===== config.mk =====
export PLATFORM = sky130hd
export DESIGN_NAME = dm_port_arbiter
export DESIGN_NICKNAME = d
export VERILOG_FILES = /design/src/rtl/dm_port_arbiter.sv
export SDC_FILE = /design/constraint.sdc
export NUM_CORES = 1
export LEC_CHECK = 0
export ABC_CLOCK_PERIOD_IN_PS = 1980
export BUFFER_PORTS_ARGS = -buffer_cell sky130_fd_sc_hd__buf_2
export CAP_MARGIN = 15
export CORE_MARGIN = 5
export CORE_UTILIZATION = 30
export DETAILED_ROUTE_END_ITERATION = 10
export GPL_TIMING_DRIVEN = 0
export PLACE_DENSITY_LB_ADDON = 0.25
export SLEW_MARGIN = 25
export SYNTH_ARGS = -nofsm -noshare
export SYNTH_HDL_FRONTEND = slang
export SYNTH_SLANG_ARGS = --single-unit

===== constraint.sdc =====
create_clock -name clk -period 1.98 [get_ports clk]
set_input_delay 0.297 -clock clk [delete_from_list [all_inputs] [get_ports clk]]
set_output_delay 0.297 -clock clk [all_outputs]
set_load 0.005 [all_outputs]

===== src/rtl/dm_port_arbiter.sv =====
// Shared data-memory sequencer: arbitrates CPU load/store against a word-wide aux port,
// builds byte lanes for sub-word stores and runs the req/ready handshake to the memory.
module dm_port_arbiter #(
  parameter int unsigned STARVE_LIMIT = 4
) (
  input  logic        clk,
  input  logic        reset,
  input  logic        cpu_req,
  input  logic        cpu_we,
  input  logic [1:0]  cpu_size,
  input  logic [31:0] cpu_addr,
  input  logic [31:0] cpu_wdata,
  output logic        cpu_stall,
  output logic        cpu_done,
  output logic        cpu_exc,
  output logic [31:0] cpu_rdata,
  input  logic        aux_req,
  input  logic        aux_we,
  input  logic [31:0] aux_addr,
  input  logic [31:0] aux_wdata,
  output logic        aux_done,
  output logic [31:0] aux_rdata,
  output logic        mem_req,
  output logic        mem_we,
  output logic [3:0]  mem_be,
  output logic [31:0] mem_addr,
  output logic [31:0] mem_wdata,
  input  logic        mem_ready,
  input  logic [31:0] mem_rdata
);

  localparam logic [1:0] SIZE_BYTE  = 2'b00;
  localparam logic [1:0] SIZE_HALF  = 2'b01;
  localparam logic [1:0] SIZE_WORD  = 2'b10;
  localparam logic [3:0] STARVE_MAX = 4'(STARVE_LIMIT);

  typedef enum logic [1:0] {
    ST_IDLE = 2'd0,
    ST_BUSY = 2'd1,
    ST_RESP = 2'd2
  } state_t;

  state_t      state_reg, state_next;
  logic [3:0]  starve_cnt_reg, starve_cnt_next;
  logic        grant_aux_reg, grant_aux_next;
  logic        exc_reg, exc_next;
  logic        mem_req_reg, mem_req_next;
  logic        mem_we_reg, mem_we_next;
  logic [3:0]  mem_be_reg, mem_be_next;
  logic [31:0] mem_addr_reg, mem_addr_next;
  logic [31:0] mem_wdata_reg, mem_wdata_next;
  logic [31:0] cpu_rdata_reg, cpu_rdata_next;
  logic [31:0] aux_rdata_reg, aux_rdata_next;

  logic        cpu_size_bad;
  logic        cpu_misaligned;
  logic        cpu_fault;
  logic [3:0]  cpu_lane_be;
  logic [31:0] cpu_lane_wdata;
  logic        aux_forced;
  logic        grant_cpu;
  logic        grant_aux;
  logic        aux_addr_unused;

  // The aux port is word-only; its byte offset carries no information.
  assign aux_addr_unused = ^aux_addr[1:0];

  assign cpu_size_bad   = (cpu_size == 2'b11);
  assign cpu_misaligned = ((cpu_size == SIZE_HALF) && cpu_addr[0]) ||
                          ((cpu_size == SIZE_WORD) && (cpu_addr[1:0] != 2'b00));
  assign cpu_fault      = cpu_size_bad | cpu_misaligned;

  // Per-lane enable and data select for the CPU store path.
  generate
    for (genvar gi = 0; gi < 4; gi++) begin : g_lane
      assign cpu_lane_be[gi] =
          (cpu_size == SIZE_BYTE) ? (cpu_addr[1:0] == 2'(gi)) :
          (cpu_size == SIZE_HALF) ? (cpu_addr[1] == 1'(gi / 2)) :
                                    1'b1;
      assign cpu_lane_wdata[8*gi +: 8] =
          (cpu_size == SIZE_BYTE) ? cpu_wdata[7:0] :
          (cpu_size == SIZE_HALF) ? cpu_wdata[8*(gi % 2) +: 8] :
                                    cpu_wdata[8*gi +: 8];
    end
  endgenerate

  assign aux_forced = aux_req && (starve_cnt_reg == STARVE_MAX);
  assign grant_cpu  = cpu_req && !aux_forced;
  assign grant_aux  = aux_req && !grant_cpu;

  always_comb begin
    state_next      = state_reg;
    starve_cnt_next = starve_cnt_reg;
    grant_aux_next  = grant_aux_reg;
    exc_next        = exc_reg;
    mem_req_next    = mem_req_reg;
    mem_we_next     = mem_we_reg;
    mem_be_next     = mem_be_reg;
    mem_addr_next   = mem_addr_reg;
    mem_wdata_next  = mem_wdata_reg;
    cpu_rdata_next  = cpu_rdata_reg;
    aux_rdata_next  = aux_rdata_reg;

    case (state_reg)
      ST_IDLE: begin
        if (grant_cpu) begin
          grant_aux_next = 1'b0;
          if (!aux_req) begin
            starve_cnt_next = 4'd0;
          end else if (starve_cnt_reg != STARVE_MAX) begin
            starve_cnt_next = starve_cnt_reg + 4'd1;
          end
          if (cpu_fault) begin
            // Faulting accesses never reach the memory.
            exc_next       = 1'b1;
            cpu_rdata_next = 32'h0;
            state_next     = ST_RESP;
          end else begin
            exc_next       = 1'b0;
            mem_req_next   = 1'b1;
            mem_we_next    = cpu_we;
            mem_be_next    = cpu_we ? cpu_lane_be : 4'b1111;
            mem_addr_next  = {cpu_addr[31:2], 2'b00};
            mem_wdata_next = cpu_lane_wdata;
            state_next     = ST_BUSY;
          end
        end else if (grant_aux) begin
          grant_aux_next  = 1'b1;
          starve_cnt_next = 4'd0;
          exc_next        = 1'b0;
          mem_req_next    = 1'b1;
          mem_we_next     = aux_we;
          mem_be_next     = 4'b1111;
          mem_addr_next   = {aux_addr[31:2], 2'b00};
          mem_wdata_next  = aux_wdata;
          state_next      = ST_BUSY;
        end
      end

      ST_BUSY: begin
        if (mem_ready) begin
          mem_req_next = 1'b0;
          mem_we_next  = 1'b0;
          if (grant_aux_reg) begin
            aux_rdata_next = mem_rdata;
          end else begin
            cpu_rdata_next = mem_rdata;
          end
          state_next = ST_RESP;
        end
      end

      ST_RESP: begin
        state_next = ST_IDLE;
      end

      default: begin
        state_next = ST_IDLE;
      end
    endcase
  end

  always_ff @(posedge clk) begin
    if (reset) begin
      state_reg      <= ST_IDLE;
      starve_cnt_reg <= 4'd0;
      grant_aux_reg  <= 1'b0;
      exc_reg        <= 1'b0;
      mem_req_reg    <= 1'b0;
      mem_we_reg     <= 1'b0;
      mem_be_reg     <= 4'b0000;
      mem_addr_reg   <= 32'h0;
      mem_wdata_reg  <= 32'h0;
      cpu_rdata_reg  <= 32'h0;
      aux_rdata_reg  <= 32'h0;
    end else begin
      state_reg      <= state_next;
      starve_cnt_reg <= starve_cnt_next;
      grant_aux_reg  <= grant_aux_next;
      exc_reg        <= exc_next;
      mem_req_reg    <= mem_req_next;
      mem_we_reg     <= mem_we_next;
      mem_be_reg     <= mem_be_next;
      mem_addr_reg   <= mem_addr_next;
      mem_wdata_reg  <= mem_wdata_next;
      cpu_rdata_reg  <= cpu_rdata_next;
      aux_rdata_reg  <= aux_rdata_next;
    end
  end

  assign cpu_done  = (state_reg == ST_RESP) && !grant_aux_reg;
  assign aux_done  = (state_reg == ST_RESP) && grant_aux_reg;
  assign cpu_exc   = cpu_done && exc_reg;
  assign cpu_stall = cpu_req && !cpu_done;
  assign cpu_rdata = cpu_rdata_reg;
  assign aux_rdata = aux_rdata_reg;
  assign mem_req   = mem_req_reg;
  assign mem_we    = mem_we_reg;
  assign mem_be    = mem_be_reg;
  assign mem_addr  = mem_addr_reg;
  assign mem_wdata = mem_wdata_reg;

endmodule


==> results of run 1 <==
-- Yosys cell counts, types with 2 or more instances --
master       n  area [um^2]
dfxtp_1    140         2800
nand2_1     78          293
mux2i_1     70          701
o2bb2ai_1   66          578
nand3_1     43          215
a21oi_1     41          205
clkbuf_1    38          143
a32oi_1     32          280
o21ai_0     29          145
o21ai_1     20          100
buf_2       12         60.1
buf_4        8         60.1
mux2_2       8         90.1
buf_6        4         45.0
inv_1        4         15.0
nand4_1      4         25.0
nor2_1       4         15.0
nand4b_1     3         26.3
nor3_1       3         15.0
nor3b_1      3         22.5
a21boi_0     2         15.0
and2_1       2         12.5
ha_1         2         25.0
nand2b_1     2         12.5
nor2_2       2         12.5
nor2b_1      2         12.5
or2_2        2         12.5
-- logic make-up (layout without fill, tap and decap cells) --
kind of cell               Yosys count  after routing  share of synthesized area, %
AOI/OAI and AO/OA                  203            203                          23.6
muxes                               78             78                          12.9
DFF                                140            140                          45.8
buffers and inverters               69            408                          5.48
other                                1              2                        0.0613
and+or+nand+nor                    154            154                          11.7
adders and majority gates            2              2                         0.409
-- final timing paths --
check,start,to,slack (ns)
min,mem_rdata[26],cpu_rdata[26],0.12
min reg2reg,aux_rdata[15],aux_rdata[15],0.45
max reg2reg,starve_cnt_reg[0],mem_wdata[20],0.07
max,starve_cnt_reg[0],mem_wdata[20],0.07
-- layer usage --
| layer | GRT usage (%) | wire, um | up-vias |
|---|---|---|---|
| met5 | 0 | 13 | - |
| met3 | 6.64 | 1830 | 17 |
| met2 | 31.3 | 11100 | 249 |
| met4 | 4.41 | 284 | 2 |
| li1 | - | - | 3071 |
| met1 | 22.9 | 9680 | 2895 |
-- timing repair --
item / 4_1_cts / 5_1_grt
gates resized for setup: 16 / 36
pin swaps: 0 / 2
cloned: 0 / 1
endpoints found under the setup margin: 100 / 83
buffers inserted: 2 / 6
-- worst register-to-register path: stages (launching register included) --
cell and delay, ns:
dfxtp_2 0.31, inv_1 0.07, ha_1 0.15, nand4b_1 0.24, buf_4 0.23, and2_1 0.15
buf_6 0.16, buf_6 0.17, o21ai_0 0.23, o2bb2ai_1 0.09
-- final cells by class --
cell class / count / area share, %
Tap cell: 270 / 3.83
Sequential cell: 140 / 31.8
Multi-Input combinational cell: 439 / 34.6
Clock inverter: 13 / 2.17
Timing Repair Buffer: 308 / 17.9
Buffer: 64 / 4.43
Inverter: 5 / 0.213
Clock buffer: 18 / 4.98
-- report_power, final --
| group | internal [mW] | switching (mW) | leakage (nW) |
|---|---|---|---|
| Combinational | 0.599 | 0.700 | 2.56 |
| Sequential | 3.03 | 0.125 | 1.14 |
| Clock | 2.15 | 1.31 | 0.299 |
-- per-stage QoR --
step                      cell area [um^2]  hold slack [ns]  worst slack [ns]
after CTS                             8650           0.0947           -0.0903
final                                 8810            0.120            0.0736
after floorplan                       6120            0.416             0.309
after global routing                  8810            0.112           0.00456
after detailed placement              7960            0.441            -0.263
after global placement                7960            0.440            -0.255
==> results.sh, run 1 <==
export IMPL_grt_pass1_vias=6176
export IMPL_fillers=2037
export IMPL_nets=1146
export IMPL_hold_class="input pin to register"
export IMPL_grt_max_degree=17
export IMPL_max_stage_delay_ns=0.31
export IMPL_crit_slowest_cell="dfxtp_2"
export IMPL_end_kind="register"
export IMPL_final_hold_viol_count=0
export IMPL_antennaDiodeCount=0
export IMPL_place_inst=1217
export IMPL_final_common_cell="buf_2"
export IMPL_avgSynthCellArea_um2=9.46
export IMPL_syn_area_um2=6120
export IMPL_vias=6234
export IMPL_io_buffer_count=299
export IMPL_relSlewSlack_pct=51.8
export IMPL_final_util_pct=43.7
export IMPL_required_ns=2.28
export IMPL_clk_latency_ns=0.42
export IMPL_die_area_um2=23400
export IMPL_crit_type="register to register"
export IMPL_synth_seq_cells=140
export IMPL_final_cells=1257
export IMPL_cp_common_cell="buf_6"
export IMPL_leakage_nw=4.01
export IMPL_grt_setup_unrepaired="false"
export IMPL_worst_path_stages=9
export IMPL_placeableCoreArea_um2=20200
export IMPL_clock_sinks=140
export IMPL_reg2regPathDepth=9
export IMPL_setup_violations=0
export IMPL_period_minus_slack_ns=1.91
export IMPL_die_x_um=153
export IMPL_hold_path_cell_count=3
export IMPL_cts_root_buf="clkbuf_16"
export IMPL_path_cells="inv_1 > ha_1 > nand4b_1 > buf_4 > and2_1 > buf_6 > buf_6 > o21ai_0 > o2bb2ai_1"
export IMPL_multi_input_area_um2=3050
export IMPL_p_total_mw=7.92
export IMPL_slew_violations=0
export IMPL_clk_pin_slew_ns=0.06
export IMPL_gp_congestion=0.832
export IMPL_critical_path_buf_inv_count=4
export IMPL_finalWirelength_um=22900
export IMPL_final_cell_mix="304 x buf_2, 138 x dfxtp_1, 78 x nand2_1"
export IMPL_overflow=0
export IMPL_clockBufferDepth=2
export IMPL_drt_pass1_iter_count=5
export IMPL_grt_pass1_wl_um=34900
export IMPL_drv_cap=0
export IMPL_synth_flop_cell="dfxtp_1"
export IMPL_skew_ns=0.00858
export IMPL_drc=0
export IMPL_irDropWorstVdd_mv=0.534
export IMPL_dieHeight_um=153
export IMPL_startpoint_type="register"
export IMPL_setup_tns_ns=0
export IMPL_yosysWarnings=0
export IMPL_area_growth_pct=44.0
export IMPL_grt_util_all_layers_pct=18.6
export IMPL_drt_iter0_drc=261
export IMPL_yosysSeqAreaShare_pct=45.8
export IMPL_wl_per_cell_um=18.2
export IMPL_min_period_over_period_pct=96.3
export IMPL_outcome="complete, no violations"
export IMPL_pin_count=307
export IMPL_cp_top_family="buffers and inverters"
export IMPL_crit_path_max_fanout=10
export IMPL_synth_edff_count=0
export IMPL_final_antenna_net_count=0
export IMPL_htree_levels=4
export IMPL_cts_buffers=17
export IMPL_power_density_nw_per_um2=899
export IMPL_start_util_pct=30.3
export IMPL_cts_hold_buf=0
export IMPL_arrival_ns=2.21
export IMPL_worstMarginPinSlew_ns=0.723
export IMPL_cts_tree="yes"
export IMPL_num_rows=52
export IMPL_ys_types=50
export IMPL_async_flop_share_pct=0
export IMPL_fmax_ghz=0.525
export IMPL_synthCells=647
export IMPL_drive_gt1_share_pct=40.6
export IMPL_viasPerCell=4.96
export IMPL_dp_hpwl_um=17600
export IMPL_register_area_um2=2810
export IMPL_antenna_found_initial=1
Power figures use the tool's default switching activity.
==> run 2, diff against run 1 <==
ABC_AREA = 1   (was not set)
==> results.sh, run 2 <==
export IMPL_outcome="complete, no violations"
export IMPL_drive_gt1_share_pct=29.5
export IMPL_wl_per_cell_um=14.3
export IMPL_cts_tree="yes"
export IMPL_clk_pin_slew_ns=0.06
export IMPL_cp_top_family="simple AND/OR/NAND/NOR gates"
export IMPL_fillers=2339
export IMPL_arrival_ns=2.17
export IMPL_path_cells="inv_1 > ha_1 > nand2_1 > inv_1 > nand2_1 > nand4_1 > nand2_4 > nand2_2 > buf_8 > buf_6 > a21oi_1 > nor2_1"
export IMPL_cts_buffers=17
export IMPL_fmax_ghz=0.537
export IMPL_synth_top_cell_by_area="dfxtp_1"
export IMPL_grt_pass1_wl_um=34700
export IMPL_period_minus_slack_ns=1.86
export IMPL_final_antenna_net_count=0
export IMPL_htree_levels=4
export IMPL_io_buffer_count=301
export IMPL_drc=0
export IMPL_switching_share_pct=30.5
export IMPL_grt_max_degree=17
export IMPL_worstMarginPinSlew_ns=0.659
export IMPL_final_cells=1610
export IMPL_slew_violations=0
export IMPL_multi_input_area_um2=2990
export IMPL_die_area_um2=24200
export IMPL_final_cell_mix="424 x nand2_1, 313 x buf_2, 138 x dfxtp_1"
export IMPL_syn_area_um2=6370
export IMPL_dp_hpwl_um=18000
export IMPL_p_int_mw=5.65
export IMPL_power_frac_comb_pct=21.7
export IMPL_crit_path_max_fanout=10
export IMPL_synth_edff_count=0
export IMPL_p_clk_share_pct=38.2
export IMPL_synth_top_area_share_pct=44.0
export IMPL_dieHeight_um=156
export IMPL_crit_type="register to register"
export IMPL_area_growth_pct=39.7
export IMPL_vias=7109
export IMPL_sequentialPowerShare_pct=40.0
export IMPL_die_x_um=156
export IMPL_finalWirelength_um=23000
export IMPL_overflow=0
export IMPL_reg2regPathDepth=12
export IMPL_synthCells=995
export IMPL_synth_seq_cells=140
export IMPL_setup_violations=0
export IMPL_power_switching_mw=2.48
export IMPL_yosysWarnings=0
export IMPL_hold_path_cell_count=3
export IMPL_async_flop_share_pct=0
export IMPL_avgSynthCellArea_um2=6.40
export IMPL_critical_path_buf_inv_count=4
export IMPL_final_common_cell="nand2_1"
export IMPL_required_ns=2.29
export IMPL_yosysMostFrequentCell="nand2_1"
export IMPL_grt_pass1_vias=6693
export IMPL_max_stage_delay_ns=0.34
export IMPL_antenna_found_initial=2
export IMPL_skew_ns=0.0100
export IMPL_drt_pass1_iter_count=5
export IMPL_num_rows=53
export IMPL_cts_hold_buf=0
export IMPL_worst_path_stages=12
export IMPL_synth_flop_cell="dfxtp_1"
export IMPL_viasPerCell=4.42
export IMPL_place_inst=1572
export IMPL_drt_iter0_drc=431
export IMPL_gp_congestion=0.862
export IMPL_placeableCoreArea_um2=21000
export IMPL_start_util_pct=30.4
export IMPL_min_period_over_period_pct=94.1
export IMPL_register_area_um2=2810
export IMPL_leakage_nw=4.93
export IMPL_ys_types=27
export IMPL_yosysSeqAreaShare_pct=44.0
export IMPL_placed_area_um2=8220
export IMPL_setup_tns_ns=0
export IMPL_cts_root_buf="clkbuf_16"
export IMPL_grt_setup_unrepaired="false"
export IMPL_final_hold_viol_count=0
export IMPL_hold_class="input pin to register"
export IMPL_synth_commonest_cells="424 x nand2_1, 140 x dfxtp_1, 135 x nor2_1, 77 x inv_1, 75 x o21ai_0"
export IMPL_grt_util_all_layers_pct=18.2
export IMPL_synth_area_top_cells="dfxtp_1 44%, nand2_1 25%, nor2_1 8.0%"
export IMPL_relSlewSlack_pct=55.9
export IMPL_pin_count=307
export IMPL_end_kind="register"
export IMPL_fin_area_um2=8890
export IMPL_crit_slowest_cell="dfxtp_2"
export IMPL_clk_latency_ns=0.42
export IMPL_startpoint_type="register"
export IMPL_clock_sinks=140
export IMPL_power_density_nw_per_um2=915
export IMPL_nets=1491
export IMPL_drv_cap=0
export IMPL_irDropWorstVdd_mv=0.515
export IMPL_clockBufferDepth=2
run 2: cell count changes after synthesis, sizes merged, moves of 5 or more:
| cell | before | now |
|---|---|---|
| clkbuf | 39 | 24 |
| nand2 | 79 | 428 |
| a32oi | 32 | 0 |
| mux2 | 8 | 0 |
| nand3 | 43 | 12 |
| o21ai | 50 | 75 |
| o2bb2ai | 66 | 0 |
| buf | 25 | 30 |
| mux2i | 70 | 0 |
| nor2 | 6 | 137 |
| inv | 5 | 82 |
| a21oi | 41 | 50 |
run 2: what timing repair did:
action                                  CTS  global route
pin swaps                                 0             2
gates resized for setup                   3            29
setup buffers                             0             4
endpoints found under the setup margin   42            94
run 2: final cells by class:
type	instances	share of cell area, %
Antenna cell	2	0.0563
Buffer	54	3.70
Clock buffer	19	5.09
Clock inverter	13	1.31
Inverter	82	3.49
Multi-Input combinational cell	720	33.7
Sequential cell	140	31.5
Tap cell	275	3.87
Timing Repair Buffer	305	17.3
run 2: per-layer routing:
metal / GRT usage, % / routed length (um)
met4: 6.46 / 457
met3: 4.19 / 1380
met5: 0 / 0
met2: 30.6 / 11100
met1: 22.8 / 9980
run 2: tightest hold or removal path: cells and delay by family:
kind,cells,cell delay [ns]
AO/OA/AOI/OAI,1,0.05
AND/OR/NAND/NOR,1,0.07
buffers and inverters,1,0.09
run 2: final timing paths:
| check | from | to | slack (ns) |
|---|---|---|---|
| max | starve_cnt_reg[0] | cpu_rdata[16] | 0.12 |
| min | mem_rdata[6] | cpu_rdata[6] | 0.12 |
| max reg2reg | starve_cnt_reg[0] | cpu_rdata[16] | 0.12 |
| min reg2reg | mem_be[3] | mem_be[3] | 0.44 |
run 2: metrics by stage:
stage / power [mW] / setup slack (ns) / utilization (%) / hold WS [ns]
finish: 8.14 / 0.117 / 42.4 / 0.119
CTS: 8.17 / -0.0517 / 42.0 / 0.0987
floorplan: 4.27 / 0.286 / - / 0.431
global placement: 5.03 / -0.0900 / 39.2 / 0.422
detailed placement: 5.04 / -0.0977 / 39.2 / 0.427
global route: 8.61 / 0.00328 / 42.4 / 0.123
run 2: cell families after synthesis:
group	Yosys count	share of synthesized area [%]
other cells	1	0.0589
fa+ha+maj	2	0.393
simple gates	584	35.4
buf+inv	136	9.47
flops	140	44.0
xor+xnor	2	0.275
compound gates	130	10.4
run 2: power groups by stage:
| stage | combinational (mW) | clock, mW | sequential [mW] |
|---|---|---|---|
| after floorplan | 0.926 | 0 | 3.34 |
| after global placement | 1.72 | 0 | 3.31 |
| after detailed placement | 1.72 | 0 | 3.32 |
| after CTS | 1.73 | 3.18 | 3.26 |
| after global routing | 1.99 | 3.32 | 3.29 |
| final | 1.77 | 3.11 | 3.26 |
